<file path="config.mk">
export PLATFORM = sky130hd
export DESIGN_NAME = mc_controller
export DESIGN_NICKNAME = d
export VERILOG_FILES = /design/src/rtl/mc_controller.sv
export SDC_FILE = /design/constraint.sdc
export NUM_CORES = 1
export LEC_CHECK = 0
export ABC_AREA = 1
export BUFFER_PORTS_ARGS = -buffer_cell sky130_fd_sc_hd__buf_2
export CORE_MARGIN = 2
export CORE_UTILIZATION = 42
export CTS_BUF_LIST = sky130_fd_sc_hd__clkbuf_4 sky130_fd_sc_hd__clkbuf_8 sky130_fd_sc_hd__clkbuf_16
export CTS_CLUSTER_SIZE = 12
export DETAILED_ROUTE_END_ITERATION = 16
export HOLD_SLACK_MARGIN = 0.12
export PLACE_DENSITY_LB_ADDON = 0.12
export SLEW_MARGIN = 40
export SYNTH_ARGS = -nofsm -noshare
export SYNTH_HDL_FRONTEND = slang
export SYNTH_SLANG_ARGS = --single-unit
</file>
<file path="constraint.sdc">
create_clock -name clk -period 1.75 [get_ports clk]
set_clock_uncertainty 0.05 [all_clocks]
set_input_delay 0.2625 -clock clk [delete_from_list [all_inputs] [get_ports clk]]
set_output_delay 0.2625 -clock clk [all_outputs]
set_load 0.05 [all_outputs]
</file>
<file path="src/rtl/mc_controller.sv">
// rtl/mc_controller.sv - multicycle MIPS-style main controller FSM with ALU decode
module mc_controller #(
  parameter bit BNE_EN  = 1'b1,
  parameter bit ADDI_EN = 1'b1
) (
  input  logic       clk,
  input  logic       reset,
  input  logic [5:0] op,
  input  logic [5:0] funct,
  input  logic       zero,
  output logic       iord,
  output logic       memwrite,
  output logic       irwrite,
  output logic       regdst,
  output logic       memtoreg,
  output logic       regwrite,
  output logic       alusrca,
  output logic [1:0] alusrcb,
  output logic [1:0] pcsrc,
  output logic       pcen,
  output logic [2:0] alucontrol,
  output logic       illegal
);

  typedef enum logic [3:0] {
    S_FETCH   = 4'd0,
    S_DECODE  = 4'd1,
    S_MEMADR  = 4'd2,
    S_MEMRD   = 4'd3,
    S_MEMWB   = 4'd4,
    S_MEMWR   = 4'd5,
    S_EXECUTE = 4'd6,
    S_ALUWB   = 4'd7,
    S_BEQ     = 4'd8,
    S_ADDIEX  = 4'd9,
    S_ADDIWB  = 4'd10,
    S_JUMP    = 4'd11,
    S_BNE     = 4'd12
  } state_t;

  localparam logic [5:0] OP_RTYPE = 6'b000000;
  localparam logic [5:0] OP_LW    = 6'b100011;
  localparam logic [5:0] OP_SW    = 6'b101011;
  localparam logic [5:0] OP_BEQ   = 6'b000100;
  localparam logic [5:0] OP_BNE   = 6'b000101;
  localparam logic [5:0] OP_ADDI  = 6'b001000;
  localparam logic [5:0] OP_J     = 6'b000010;

  state_t     state_q;
  state_t     state_d;
  logic       pcwrite;
  logic [1:0] aluop;

  // State register; reset wins over any pending transition.
  always_ff @(posedge clk) begin
    if (reset) begin
      state_q <= S_FETCH;
    end else begin
      state_q <= state_d;
    end
  end

  // Next-state selection and the illegal-opcode pulse raised while decoding.
  always_comb begin
    state_d = S_FETCH;
    illegal = 1'b0;
    case (state_q)
      S_FETCH:   state_d = S_DECODE;
      S_DECODE: begin
        case (op)
          OP_LW, OP_SW: state_d = S_MEMADR;
          OP_RTYPE:     state_d = S_EXECUTE;
          OP_BEQ:       state_d = S_BEQ;
          OP_J:         state_d = S_JUMP;
          OP_BNE: begin
            if (BNE_EN) state_d = S_BNE;
            else        illegal = 1'b1;
          end
          OP_ADDI: begin
            if (ADDI_EN) state_d = S_ADDIEX;
            else         illegal = 1'b1;
          end
          default:      illegal = 1'b1;
        endcase
      end
      S_MEMADR:  state_d = (op == OP_LW) ? S_MEMRD : S_MEMWR;
      S_MEMRD:   state_d = S_MEMWB;
      S_EXECUTE: state_d = S_ALUWB;
      // A disabled addi path must never reach its writeback state.
      S_ADDIEX:  state_d = ADDI_EN ? S_ADDIWB : S_FETCH;
      default:   state_d = S_FETCH;
    endcase
  end

  // Moore decode of datapath controls; pcen folds in the branch condition.
  always_comb begin
    iord     = 1'b0;
    memwrite = 1'b0;
    irwrite  = 1'b0;
    regdst   = 1'b0;
    memtoreg = 1'b0;
    regwrite = 1'b0;
    alusrca  = 1'b0;
    alusrcb  = 2'b00;
    pcsrc    = 2'b00;
    pcwrite  = 1'b0;
    aluop    = 2'b00;
    case (state_q)
      S_FETCH: begin
        irwrite = 1'b1;
        alusrcb = 2'b01;
        pcwrite = 1'b1;
      end
      S_DECODE:  alusrcb = 2'b11;
      S_MEMADR, S_ADDIEX: begin
        alusrca = 1'b1;
        alusrcb = 2'b10;
      end
      S_MEMRD:   iord = 1'b1;
      S_MEMWR: begin
        iord     = 1'b1;
        memwrite = 1'b1;
      end
      S_MEMWB: begin
        memtoreg = 1'b1;
        regwrite = 1'b1;
      end
      S_EXECUTE: begin
        alusrca = 1'b1;
        aluop   = 2'b10;
      end
      S_ALUWB: begin
        regdst   = 1'b1;
        regwrite = 1'b1;
      end
      S_ADDIWB:  regwrite = 1'b1;
      S_BEQ, S_BNE: begin
        alusrca = 1'b1;
        aluop   = 2'b01;
        pcsrc   = 2'b01;
      end
      S_JUMP: begin
        pcsrc   = 2'b10;
        pcwrite = 1'b1;
      end
      default: ;
    endcase
    pcen = pcwrite | ((state_q == S_BEQ) & zero) | ((state_q == S_BNE) & ~zero);
  end

  // ALU operation from aluop, with R-type instructions decoded from funct.
  always_comb begin
    alucontrol = 3'b010;
    case (aluop)
      2'b01: alucontrol = 3'b110;
      2'b10: begin
        case (funct)
          6'b100000: alucontrol = 3'b010;
          6'b100010: alucontrol = 3'b110;
          6'b100100: alucontrol = 3'b000;
          6'b100101: alucontrol = 3'b001;
          6'b101010: alucontrol = 3'b111;
          default:   alucontrol = 3'b010;
        endcase
      end
      default: alucontrol = 3'b010;
    endcase
  end

endmodule

</file>
==> results_dict.tcl, run 1 <==
set metrics [dict create \
    synth_nets 124 \
    place_area_um2 816 \
    max_freq_mhz 549 \
    grt_overflow 0 \
    drcViolationCount 0 \
    cts-root-buf "clkbuf_4" \
    routed-via-count 827 \
    grt_pass1_vias 706 \
    fin_area_um2 1000 \
    cpPeakStageDelay_ns 0.35 \
    coreArea_um2 1270 \
    holdPathEnd "state_q[0]" \
    fin_ws_ns -0.0699 \
    r2r_start "state_q[0]" \
    path_max_fanout 3 \
    worst_path_dominant_cell_family "simple AND/OR/NAND/NOR gates" \
    violations "negative setup slack" \
    wl_per_cell_um 11.2 \
    use_met1_pct 29.0 \
    relSlewSlack_pct 78.0 \
    fillers 107 \
    areaGrowthSynthToFinish_pct 82.1 \
    worst_pin_slew_ns 0.328 \
    fp.dieW_um 40.2 \
    dp_hpwl_um 1300 \
    drt_iter0_drc 20 \
    status "finished with violations" \
    met2_usage_pct 48.0 \
    largest_register_ffs 4 \
    num_rows 13 \
    syn_area_um2 552 \
    start_kind "register" \
    die_y_um 40.2 \
    gp_congestion 0.825 \
    drv_slew 0 \
    synth.avg_cell_area_um2 5.16 \
    finalNonFillerCells 165 \
    hold_ws_ns 0.184 \
    yosysWarnings 0 \
    synth-seq-area-share_pct 14.5 \
    synth_top_area_share_pct 15.0 \
    grt_pass1_wl_um 2760 \
    hold_class "input port to register" \
    crit_buf_inv 3 \
    worstSetupPathType "register to output pin" \
    start_util_pct 43.5 \
    syn_inst 107 \
    routed_wirelength_um 1850 \
    ir_drop_uv 406 \
    grt.total_usage_pct 25.4 \
    hold_viol_final 0 \
    setup-violations-final 3 \
    grt_setup_unrepaired "true" \
    dieArea_um2 1620 \
    cts_hold_buf 0 \
    place_inst 154 \
    top_usage_layer "met2" \
    postRouteAntennaNets 0 \
    num-nets-final 169 \
    htree_levels 1 \
    via_per_inst 5.01 \
    drive_gt1_share_pct 52.7 \
    reg_top3 "state_q x4" \
    p_per_area_nw_per_um2 382 \
    period_share_pct 104 \
    hp-start "reset" \
    rrSetupSlack_ns 0.47 \
    port-buffer-count 30 \
    antenna_cells 0 \
    final_common_cell "buf_2" \
    critPathMostFrequentCell "nor2_4" \
    regMostFlops "state_q" \
    reg2reg_to "state_q[1]" \
    synth.distinct_cells 16 \
    clkTransAtPathRegs_ns 0.04 \
    cap_violations 0 \
    ys_ff_latch 4 \
    boundaryPins 31 \
    p_leak_nw 0.541 \
    tns_ns -0.145 \
    grt.met3_usage_pct 3.33 \
    synth.area.top_cells "nor2_1, dfxtp_1, nand3_1" \
    crit_chain "nor2_4, inv_2, nor2_4, inv_2, ha_4, nor2_4, nand2_4, buf_8" \
    cpMaxStageDelayCell "dfxtp_4" \
    antenna_found_initial 0 \
    mostFrequentLayoutCells "buf_2, nor2_1, inv_1, nand2_1, nand3_1" \
    clkSinkCount 4 \
    cts_buffers 3 \
    worstPathArrival_ns 1.51 \
    drtPass1Iterations 4 \
    fin_crit_ns 1.82 \
    grt_max_degree 6 \
    cts_tree "built" \
    worstSetupEndpointType "output pin" \
    worstPathRequired_ns 1.44 \
    clock_latency_ns 0.23 \
    yosys.area.top_type "nor2_1" \
    r2r_cells 9 \
    whs_path_depth 2 \
    clockBufferDepth 2 \
]
## cell families after synthesis
logic type	after synthesis	synth area share, %
AO/OA/AOI/OAI	9	8.39
XOR/XNOR	1	1.59
buffers and inverters	24	16.3
AND/OR/NAND/NOR	67	54.6
flip-flops	4	14.5
adder cells (fa/ha/maj)	2	4.53
## per-stage QoR
stage | utilization [%] | setup slack [ns] | total power [mW]
floorplan | - | -0.254 | 0.201
global placement | 64.3 | 0.00858 | 0.241
detailed placement | 64.3 | -0.000256 | 0.243
CTS | 76.4 | -0.0394 | 0.375
global route | 79.2 | -0.129 | 0.408
finish | 79.2 | -0.0699 | 0.384
## power by group
part	internal [mW]	switching [mW]	leakage, nW
Sequential	0.0938	0.00553	0.0344
Combinational	0.0625	0.114	0.493
Clock	0.0763	0.0320	0.0138
## layer usage
layer / routed length, um / up-vias
li1: - / 424
met1: 724 / 380
met2: 1060 / 23
met3: 60 / 0
met4: 0 / 0
met5: 0 / -
## cells in the mapped netlist (all sizes together)
cell type	n
o22ai	1
nand3	14
nand2	19
nor2	29
xnor2	1
nor3	2
dfxtp	4
a21oi	4
inv	24
ha	2
nand4	3
o21ai	4
## final cells by class
type,instances,area (um2),area share [%]
Multi-Input combinational cell,79,512,50.9
Tap cell,15,18.8,1.87
Inverter,24,92.6,9.22
Sequential cell,4,88.8,8.84
Timing Repair Buffer,40,270,26.9
Clock buffer,3,22.5,2.24
## worst max-delay path by stage
stage                          start  slack [ns]             to  depth (start not counted)
after floorplan           state_q[1]       -0.25           pcen                          5
after global placement    state_q[1]       0.009  alucontrol[2]                          7
after detailed placement  state_q[0]     -0.0003  alucontrol[2]                          7
after CTS                 state_q[1]       -0.04  alucontrol[1]                          8
after global routing      state_q[0]       -0.13  alucontrol[2]                          9
final                     state_q[1]       -0.07  alucontrol[1]                          8
## what timing repair did
action                                 CTS  global route
resized for setup                       26             9
pin swaps                                6             4
setup endpoints to repair                5            10
endpoints found under the hold margin    0             0
buffers inserted                         7             1
cloned                                   0             0
Note: power is estimated with default switching activity, not from simulation.
==> run 2: changes to the inputs <==
==> constraint.sdc (replaced) <==
create_clock -name clk -period 1.75 [get_ports clk]
set_clock_uncertainty 0.05 [all_clocks]
set_input_delay 0 -clock clk [delete_from_list [all_inputs] [get_ports clk]]
set_output_delay 0 -clock clk [all_outputs]
set_load 0.05 [all_outputs]
==> run 2 against run 1 <==
The run now ends clean. Sequential cell count did not move. Critical path depth did not move. Cell count fell by 5.5%. Core utilization fell by 16 points. Clock power barely moved. Total power fell by 8.3%. Sequential power barely moved. Count of clock-buffer cells in the layout did not move. Via count fell by 9.9%.
==> results_dict.tcl, run 2 (same netlist as run 1, synthesis figures left out) <==
set metrics [dict create \
    hold_class "input port to register" \
    period_share_pct 95.9 \
    start_kind "register" \
    grt_pass1_wl_um 2120 \
    antenna_found_initial 0 \
    drive_gt1_share_pct 41.1 \
    worstPathRequired_ns 1.70 \
    fin_ws_ns 0.0710 \
    grt_overflow 0 \
    wl_per_cell_um 9.31 \
    tns_ns 0 \
    htree_levels 1 \
    drv_slew 0 \
    grt.total_usage_pct 19.1 \
    grt_max_degree 7 \
    boundaryPins 31 \
    setup-violations-final 0 \
    post_cts_buffers 0 \
    num_rows 13 \
    clkSinkCount 4 \
    worst_pin_slew_ns 0.312 \
    max_freq_mhz 596 \
    crit_path_end "alucontrol[2]" \
    dp_hpwl_um 1220 \
    hold_ws_ns 0.137 \
    mostFrequentLayoutCells "buf_2, nor2_1, inv_1, nand2_1, nand3_1" \
    dieArea_um2 1620 \
    clkTransAtPathRegs_ns 0.04 \
    cap_violations 0 \
    rrSetupSlack_ns 0.61 \
    worstPathArrival_ns 1.63 \
    routed_wirelength_um 1450 \
    status "finished clean" \
    routed-via-count 745 \
    cts-root-buf "clkbuf_4" \
    port-buffer-count 30 \
    hold_viol_final 0 \
    reg_top3 "state_q x4" \
    r2r_cells 6 \
    num-nets-final 160 \
    fp.dieW_um 40.2 \
    finalNonFillerCells 156 \
    whs_path_depth 5 \
    path_max_fanout 5 \
    critPathLaunch "state_q[2]" \
    cts_buffers 3 \
    register_area_um2 83.8 \
    cpMaxStageDelayCell "dfxtp_2" \
    gp_congestion 0.924 \
    grt_pass1_vias 596 \
    relSlewSlack_pct 79.0 \
    clockBufferDepth 2 \
    areaGrowthSynthToFinish_pct 45.4 \
    regMostFlops "state_q" \
    fillers 138 \
    p_leak_nw 0.457 \
    worstSetupEndpointType "output pin" \
    start_util_pct 43.5 \
    ir_drop_uv 379 \
    detailedPlace.worstSlack_ns 0.178 \
    reg2reg_to "state_q[1]" \
    fin_crit_ns 1.68 \
    via_per_inst 4.78 \
    postRouteAntennaNets 0 \
    place_inst 152 \
    drcViolationCount 0 \
    cpPeakStageDelay_ns 0.38 \
    die_y_um 40.2 \
    p_per_area_nw_per_um2 439 \
    final_util_pct 63.2 \
    r2r_start "state_q[3]" \
    drt_iter0_drc 7 \
    cts_tree "built" \
    crit_chain "inv_2, nor2_2, nand2_2, inv_1, ha_1, nand3_2, a21oi_2, buf_6" \
    drtPass1Iterations 4 \
    clock_latency_ns 0.23 \
    antenna_cells 0 \
    coreArea_um2 1270 \
    multi_input_area_um2 412 \
    worstSetupPathType "register to output pin" \
    final_common_cell "buf_2" \
    largest_register_ffs 4 \
]
[run 2: worst min path at each step]
stage | startpoint | slack, ns | end
final | op[3] | 0.14 | state_q[0]
after global routing | op[3] | 0.16 | state_q[0]
after CTS | op[3] | 0.15 | state_q[0]
after detailed placement | reset | 0.16 | state_q[0]
after global placement | reset | 0.16 | state_q[0]
after floorplan | reset | 0.02 | state_q[0]
[run 2: report_power, final]
part | switching [mW] | internal [mW]
Sequential | 0.00390 | 0.0955
Combinational | 0.101 | 0.0427
Clock | 0.0323 | 0.0763
Total | 0.137 | 0.215
[run 2: critical path: cells and delay by family, from the launching register on]
family                     cells  cell delay [ns]
AOI/OAI and AO/OA              1             0.16
buffers and inverters          3             0.28
DFF                            1             0.38
adders and majority gates      1             0.21
and+or+nand+nor                3             0.37
[run 2: cell type report]
type	count	area share, %
multi-input combinational	79	51.3
timing repair buffer	31	21.8
tap	15	2.34
inverter	24	11.2
clock buffer	3	2.81
sequential	4	10.5
[run 2: per-stage QoR]
stage,cell area (um2),total power [mW]
after floorplan,574,0.199
after global placement,743,0.239
after detailed placement,743,0.239
after CTS,782,0.355
after global routing,802,0.381
final,802,0.352
[run 2: per-layer routing]
metal | vias to the layer above | part of all wire, % | GRT usage [%]
li1 | 405 | - | -
met1 | 318 | 44 | 21.2
met2 | 22 | 51 | 36.7
met3 | 0 | 5.4 | 4.44
met4 | 0 | 0 | 3.33
met5 | - | 0 | 0
[run 2: repair_timing]
| item | in CTS | in global routing |
|---|---|---|
| endpoints found under the setup margin | 2 | 3 |
| gates resized for setup | 3 | 9 |
| hold buffers | 1 | 0 |
| hold endpoints to repair | 4 | 0 |
